### config.mk
export PLATFORM = sky130hd
export DESIGN_NAME = serial_add_ctrl
export DESIGN_NICKNAME = d
export VERILOG_FILES = /design/src/rtl/serial_add_ctrl.sv
export SDC_FILE = /design/constraint.sdc
export NUM_CORES = 1
export LEC_CHECK = 0
export BUFFER_PORTS_ARGS = -buffer_cell sky130_fd_sc_hd__buf_2
export CORE_UTILIZATION = 52
export DETAILED_ROUTE_END_ITERATION = 7
export GPL_ROUTABILITY_DRIVEN = 0
export HOLD_SLACK_MARGIN = 0.05
export PLACE_DENSITY = 0.87
export SLEW_MARGIN = 20
export SYNTH_ARGS = -nofsm -noshare
export SYNTH_HDL_FRONTEND = slang
export SYNTH_SLANG_ARGS = --single-unit
### constraint.sdc
create_clock -name clk -period 1.5 [get_ports clk]
set_input_delay 0.075 -clock clk [delete_from_list [all_inputs] [get_ports clk]]
set_output_delay 0.075 -clock clk [all_outputs]
set_load 0.03 [all_outputs]
### src/rtl/serial_add_ctrl.sv
// Bit-serial adder controller: one full-adder cell stepped LSB-first over W cycles.
// Optional signed-overflow output enabled by defining SERIAL_ADD_OVF_EN.
module serial_add_ctrl #(
  parameter int unsigned W = 4
) (
  input  logic         clk,
  input  logic         rst,
  input  logic         start,
  input  logic [W-1:0] a,
  input  logic [W-1:0] b,
  input  logic         ci,
  output logic         busy,
  output logic         done,
  output logic [W-1:0] sum,
  output logic         co
`ifdef SERIAL_ADD_OVF_EN
  ,
  output logic         ovf
`endif
);

  localparam int unsigned CW = (W > 1) ? $clog2(W) : 1;
  localparam logic [CW-1:0] LAST = CW'(W - 1);

  typedef enum logic [1:0] {IDLE, RUN, DONE} state_t;

  state_t        state_q, state_d;
  logic [W-1:0]  a_sh_q, a_sh_d;
  logic [W-1:0]  b_sh_q, b_sh_d;
  logic [W-1:0]  r_sh_q, r_sh_d;
  logic          carry_q, carry_d;
  logic [CW-1:0] cnt_q, cnt_d;
  logic [W-1:0]  sum_q, sum_d;
  logic          co_q, co_d;
  logic          fa_s, fa_c;
  logic [W-1:0]  r_next;
`ifdef SERIAL_ADD_OVF_EN
  logic          ovf_q, ovf_d;
`endif

  always_ff @(posedge clk) begin
    if (rst) begin
      state_q <= IDLE;
      a_sh_q  <= '0;
      b_sh_q  <= '0;
      r_sh_q  <= '0;
      carry_q <= 1'b0;
      cnt_q   <= '0;
      sum_q   <= '0;
      co_q    <= 1'b0;
`ifdef SERIAL_ADD_OVF_EN
      ovf_q   <= 1'b0;
`endif
    end else begin
      state_q <= state_d;
      a_sh_q  <= a_sh_d;
      b_sh_q  <= b_sh_d;
      r_sh_q  <= r_sh_d;
      carry_q <= carry_d;
      cnt_q   <= cnt_d;
      sum_q   <= sum_d;
      co_q    <= co_d;
`ifdef SERIAL_ADD_OVF_EN
      ovf_q   <= ovf_d;
`endif
    end
  end

  // The shared full-adder cell.
  always_comb begin
    fa_s = a_sh_q[0] ^ b_sh_q[0] ^ carry_q;
    fa_c = (a_sh_q[0] & b_sh_q[0]) | (carry_q & (a_sh_q[0] ^ b_sh_q[0]));
    r_next = r_sh_q >> 1;
    r_next[W-1] = fa_s;
  end

  always_comb begin
    state_d = state_q;
    a_sh_d  = a_sh_q;
    b_sh_d  = b_sh_q;
    r_sh_d  = r_sh_q;
    carry_d = carry_q;
    cnt_d   = cnt_q;
    sum_d   = sum_q;
    co_d    = co_q;
`ifdef SERIAL_ADD_OVF_EN
    ovf_d   = ovf_q;
`endif
    unique case (state_q)
      IDLE, DONE: begin
        if (start) begin
          a_sh_d  = a;
          b_sh_d  = b;
          r_sh_d  = '0;
          carry_d = ci;
          cnt_d   = '0;
          state_d = RUN;
        end else begin
          state_d = IDLE;
        end
      end
      RUN: begin
        a_sh_d  = a_sh_q >> 1;
        b_sh_d  = b_sh_q >> 1;
        r_sh_d  = r_next;
        carry_d = fa_c;
        cnt_d   = cnt_q + 1'b1;
        if (cnt_q == LAST) begin
          // Counter parks at zero so W=1 never wraps past its range.
          cnt_d   = '0;
          sum_d   = r_next;
          co_d    = fa_c;
`ifdef SERIAL_ADD_OVF_EN
          ovf_d   = carry_q ^ fa_c;
`endif
          state_d = DONE;
        end
      end
      default: state_d = IDLE;
    endcase
  end

  assign busy = (state_q == RUN);
  assign done = (state_q == DONE);
  assign sum  = sum_q;
  assign co   = co_q;
`ifdef SERIAL_ADD_OVF_EN
  assign ovf  = ovf_q;
`endif

endmodule

==> results of run 1 <==
## final cells by class
cell class / instances / area (sq um) / area share [%]
well taps: 24 / 30.0 / 2.80
flip-flops and latches: 21 / 420 / 39.2
repair buffers: 23 / 148 / 13.8
inverters: 1 / 3.75 / 0.350
clock buffers: 4 / 26.3 / 2.45
multi-input cells: 74 / 445 / 41.5
## critical path, stage by stage (launching register included)
cell      delay (ns)
dfxtp_1         0.45
nand2b_2        0.15
inv_2           0.17
buf_2           0.22
## worst paths after layout
path	from	slack, ns	to	cells after the start
worst min-delay path	a[1]	0.06	a_sh_q[1]	3
worst min register to register	co	0.46	co	2
worst max register to register	cnt_q[0]	0.20	sum[1]	4
worst max-delay path	state_q[0]	0.13	busy	3
## kinds of logic (layout without fill, tap and decap cells)
logic type / count (synthesis) / in the layout
AO/OA/AOI/OAI: 20 / 20
adder cells (fa/ha/maj): 2 / 2
buffers and inverters: 9 / 28
flip-flops: 21 / 21
AND/OR/NAND/NOR: 52 / 52
## sequential cells by signal (all words and copies together), names as in the netlist
signal,count
a_sh_q,4
b_sh_q,4
carry_q,1
cnt_q,2
co,1
r_sh_q,3
state_q,2
sum,4
## placed cells by master (no fill, tap or decap), types with 3 or more instances in the layout
master	synthesis	final
dlygate4sd3_1	0	3
a311oi_2	7	7
a21oi_1	11	11
clkbuf_4	0	3
dfxtp_1	21	21
buf_2	0	18
nand2_1	25	25
nor2_1	10	10
nand3_1	11	11
## routing by layer
metal | track usage [%] | vias to the layer above | part of all wire, %
met3 | 4.90 | 5 | 3.9
met5 | 0 | - | 0
met1 | 24.7 | 366 | 43
met2 | 40.3 | 24 | 51
met4 | 9.09 | 0 | 1.8
li1 | - | 394 | -
## through the flow
step | std cells | cell area (sq um)
6_report | 147 | 1070
5_1_grt | 147 | 1070
4_1_cts | 147 | 1070
3_5_place_dp | 140 | 1010
3_3_place_gp | 140 | 1010
2_1_floorplan | 104 | 935
## power by group
group	internal, W	total, W	switching (W)
Combinational	0.0000757	0.000173	0.0000973
Clock	0.000104	0.000268	0.000164
Sequential	0.000588	0.000610	0.0000222
## repair_timing
item / in CTS / in global routing
hold buffers: 3 / 0
endpoints found under the hold margin: 3 / 0
resized for setup: 0 / 1
endpoints found under the setup margin: 0 / 1
==> impl_metrics.env, run 1 <==
export IMPL_outcome="finished, final reports clean"
export IMPL_worst_slew_pin_transition_ns=0.451
export IMPL_die_h_um=44.4
export IMPL_slew_viol_final=0
export IMPL_utilization_pct=67.3
export IMPL_antenna_found_initial=0
export IMPL_setup_tns_ns=0
export IMPL_start_util_pct=58.6
export IMPL_synth_enable_flop_cells=0
export IMPL_synth_common_cells="nand2_1, dfxtp_1, a21oi_1, nand3_1, nor2_1"
export IMPL_cts_root_buf="clkbuf_4"
export IMPL_synth_most_common_cell="nand2_1"
export IMPL_ant_nets=0
export IMPL_yosysSeqAreaShare_pct=45.0
export IMPL_dp_slack_ns=0.217
export IMPL_cts_setup_buffers=0
export IMPL_synth_xor_area_share_pct=0
export IMPL_syn2layout_area_growth_pct=14.9
export IMPL_vias_per_cell=5.37
export IMPL_drt_initial_drc_count=12
export IMPL_grt_pass1_wl_mm=3.20
export IMPL_dpl_hpwl_mm=1.32
export IMPL_wl_per_cell_um=12.4
export IMPL_syn_nets=118
export IMPL_overflow=0
export IMPL_ys_ff_latch=21
export IMPL_antenna_cells=0
export IMPL_rsz0062_at_grt="false"
export IMPL_clk_pin_slew_worst_paths_ns=0.11
export IMPL_period_share_pct=91.4
export IMPL_synth_ff_type="dfxtp_1"
export IMPL_ios=19
export IMPL_fmax_mhz=730
export IMPL_synth_compound_area_share_pct=18.6
export IMPL_yosys_warnings=0
export IMPL_avgSynthCellArea_sq_um=8.99
export IMPL_maxCapViolations=0
export IMPL_drc=0
export IMPL_cts_sinks=21
export IMPL_fin_skew_ns=0.00442
export IMPL_grt_use_total_pct=22.2
export IMPL_synth_simple_area_share_pct=25.3
export IMPL_first_pass_iters=4
export IMPL_synthTopCellsByArea="dfxtp_1, a311oi_2, nand2_1"
export IMPL_crit_path_start_kind="register"
export IMPL_clk_latency_ns=0.30
export IMPL_holdWs_ns=0.0564
export IMPL_finalPower_w=0.00105
export IMPL_fin_nets=138
export IMPL_critPathKind="reg2out"
export IMPL_numCtsBuffers=3
export IMPL_fin_ws_ns=0.130
export IMPL_grt_start_max_net_pins=22
export IMPL_n_fill_cell=138
export IMPL_cts_tree="built"
export IMPL_vias=789
export IMPL_yosys_area_top_type_share_pct=45.0
export IMPL_synth_mux_area_share_pct=0
export IMPL_powerDensity_mw_per_mm2=978
export IMPL_yosysUniqueCellTypes=22
export IMPL_min_period_ns=1.37
export IMPL_postSynth_asyncResetShare_pct=0
export IMPL_die_w_um=44.4
export IMPL_setup_viol=0
export IMPL_synth_fa_ha_area_share_pct=3.48
export IMPL_postSynthCellCount=104
export IMPL_io_buffers=18
export IMPL_cp_max_fo=10
export IMPL_crit_arrival_ns=1.30
export IMPL_hold_class="in2reg"
export IMPL_syn_area_sq_um=935
export IMPL_required_ns=1.42
export IMPL_drive_above_1_share_pct=26.8
export IMPL_rows=14
export IMPL_dieArea_sq_mm=0.00197
export IMPL_clk_path_buf_depth=2
export IMPL_hold_viol_final=0
export IMPL_slew_headroom_pct=69.9
export IMPL_crit_path_end_kind="output port"
export IMPL_first_global_vias=776
export IMPL_ir_drop_mv=0.717
export IMPL_wl_mm=1.83
export IMPL_yosys_area_top_type="dfxtp_1"
export IMPL_htree_levels=1
export IMPL_synth_top_family_by_area="simple AND/OR/NAND/NOR gates"
export IMPL_core_area_sq_mm=0.00159
export IMPL_leakagePower_nw=0.432
No activity file was read; power rests on OpenSTA's default activity.
==> run 2, diff against run 1 <==
MAX_ROUTING_LAYER = met4   (was unset)
==> impl_metrics.env, run 2 (synthesis results as in run 1) <==
export IMPL_cts_sinks=21
export IMPL_cp_slowest_stage_delay_ns=0.45
export IMPL_antenna_found_initial=0
export IMPL_setup_viol=0
export IMPL_powerDensity_mw_per_mm2=984
export IMPL_rows=14
export IMPL_required_ns=1.42
export IMPL_clk_latency_ns=0.31
export IMPL_finalPower_w=0.00106
export IMPL_vias=778
export IMPL_cpMaxStageDelayCell="dfxtp_1"
export IMPL_io_buffers=18
export IMPL_wl_mm=1.85
export IMPL_cp_top_family="flip-flops"
export IMPL_cts_tree="built"
export IMPL_period_share_pct=91.9
export IMPL_htree_levels=1
export IMPL_crit_path_start_kind="register"
export IMPL_ant_nets=0
export IMPL_cp_cell_sequence="nand2b_2, inv_2, buf_2"
export IMPL_drt_initial_drc_count=9
export IMPL_regArea_sq_um=420
export IMPL_numCtsBuffers=3
export IMPL_overflow=0
export IMPL_crit_arrival_ns=1.30
export IMPL_holdWs_ns=0.0495
export IMPL_ir_drop_mv=0.731
export IMPL_slew_viol_final=0
export IMPL_dieArea_sq_mm=0.00197
export IMPL_ios=19
export IMPL_layout_common_cells="nand2_1, dfxtp_1, buf_2, nand3_1, a21oi_1"
export IMPL_drc=0
export IMPL_first_pass_iters=3
export IMPL_core_area_sq_mm=0.00159
export IMPL_hold_class="in2reg"
export IMPL_die_w_um=44.4
export IMPL_grt_start_max_net_pins=22
export IMPL_min_period_ns=1.38
export IMPL_hold_viol_final=0
export IMPL_n_fill_cell=138
export IMPL_clk_pin_slew_worst_paths_ns=0.12
export IMPL_start_util_pct=58.6
export IMPL_maxCapViolations=0
export IMPL_drive_above_1_share_pct=26.8
export IMPL_dpl_hpwl_mm=1.32
export IMPL_layout_commonest_cell="nand2_1"
export IMPL_clk_path_buf_depth=2
export IMPL_setup_tns_ns=0
export IMPL_multi_input_area_sq_um=445
export IMPL_die_h_um=44.4
export IMPL_outcome="finished, final reports clean"
export IMPL_wl_per_cell_um=12.6
export IMPL_grt_use_total_pct=22.9
export IMPL_fin_skew_ns=0.00857
export IMPL_slew_headroom_pct=69.4
export IMPL_utilization_pct=67.3
export IMPL_antenna_cells=0
export IMPL_cts_root_buf="clkbuf_4"
export IMPL_critPathKind="reg2out"
export IMPL_worst_slew_pin_transition_ns=0.459
export IMPL_fmax_mhz=726
export IMPL_vias_per_cell=5.29
export IMPL_rsz0062_at_grt="false"
export IMPL_cp_max_fo=10
export IMPL_fin_nets=138
export IMPL_grt_pass1_wl_mm=3.21
export IMPL_first_global_vias=772
export IMPL_leakagePower_nw=0.432
export IMPL_syn2layout_area_growth_pct=14.9
export IMPL_crit_path_end_kind="output port"
export IMPL_crit_buf_inv=2
-- run 2: cell counts in the layout (fill, tap and decap cells not counted) --
No cell type changed its count.
-- run 2: metrics by stage --
step                setup slack, ns  area, sq um  std cells
finish                        0.122         1070        147
global route                 0.0317         1070        147
CTS                          0.0520         1070        147
detailed placement            0.217         1010        140
global placement              0.252         1010        140
floorplan                     0.337          935        104
-- run 2: timing repair --
action,4_1_cts,5_1_grt
hold buffers,3,0
endpoints found under the hold margin,3,0
setup buffers,0,0
setup endpoints to repair,0,1
gates resized for setup,0,1
-- run 2: tightest hold or removal path, stage by stage --
cell	delay, ns
buf_2	0.09
nand2_1	0.06
a311oi_2	0.09
-- run 2: layer usage --
metal | share of wire (%) | vias up | GRT usage [%]
met1 | 44 | 358 | 25.3
li1 | - | 395 | -
met3 | 3.1 | 7 | 4.90
met5 | 0 | - | -
met2 | 50 | 18 | 40.0
met4 | 2.4 | 0 | 9.09
-- run 2: final cells by class --
type	count	share of cell area [%]
timing repair buffer	23	13.8
tap	24	2.80
multi-input combinational	74	41.5
sequential	21	39.2
clock buffer	4	2.45
inverter	1	0.350
-- run 2: worst paths after layout --
check	depth (start not counted)	startpoint	endpoint	slack, ns
hold / removal	3	a[1]	a_sh_q[1]	0.05
setup / recovery	3	state_q[0]	busy	0.12
setup reg to reg	4	cnt_q[0]	sum[1]	0.19
hold reg to reg	2	co	co	0.46
-- run 2: power by group --
group          switching (W)  total (W)  internal [W]  leakage [nW]
Clock               0.000169   0.000273      0.000104        0.0150
Sequential         0.0000223   0.000610      0.000588         0.172
Combinational      0.0000975   0.000173     0.0000757         0.245
Total               0.000289    0.00106      0.000767         0.432
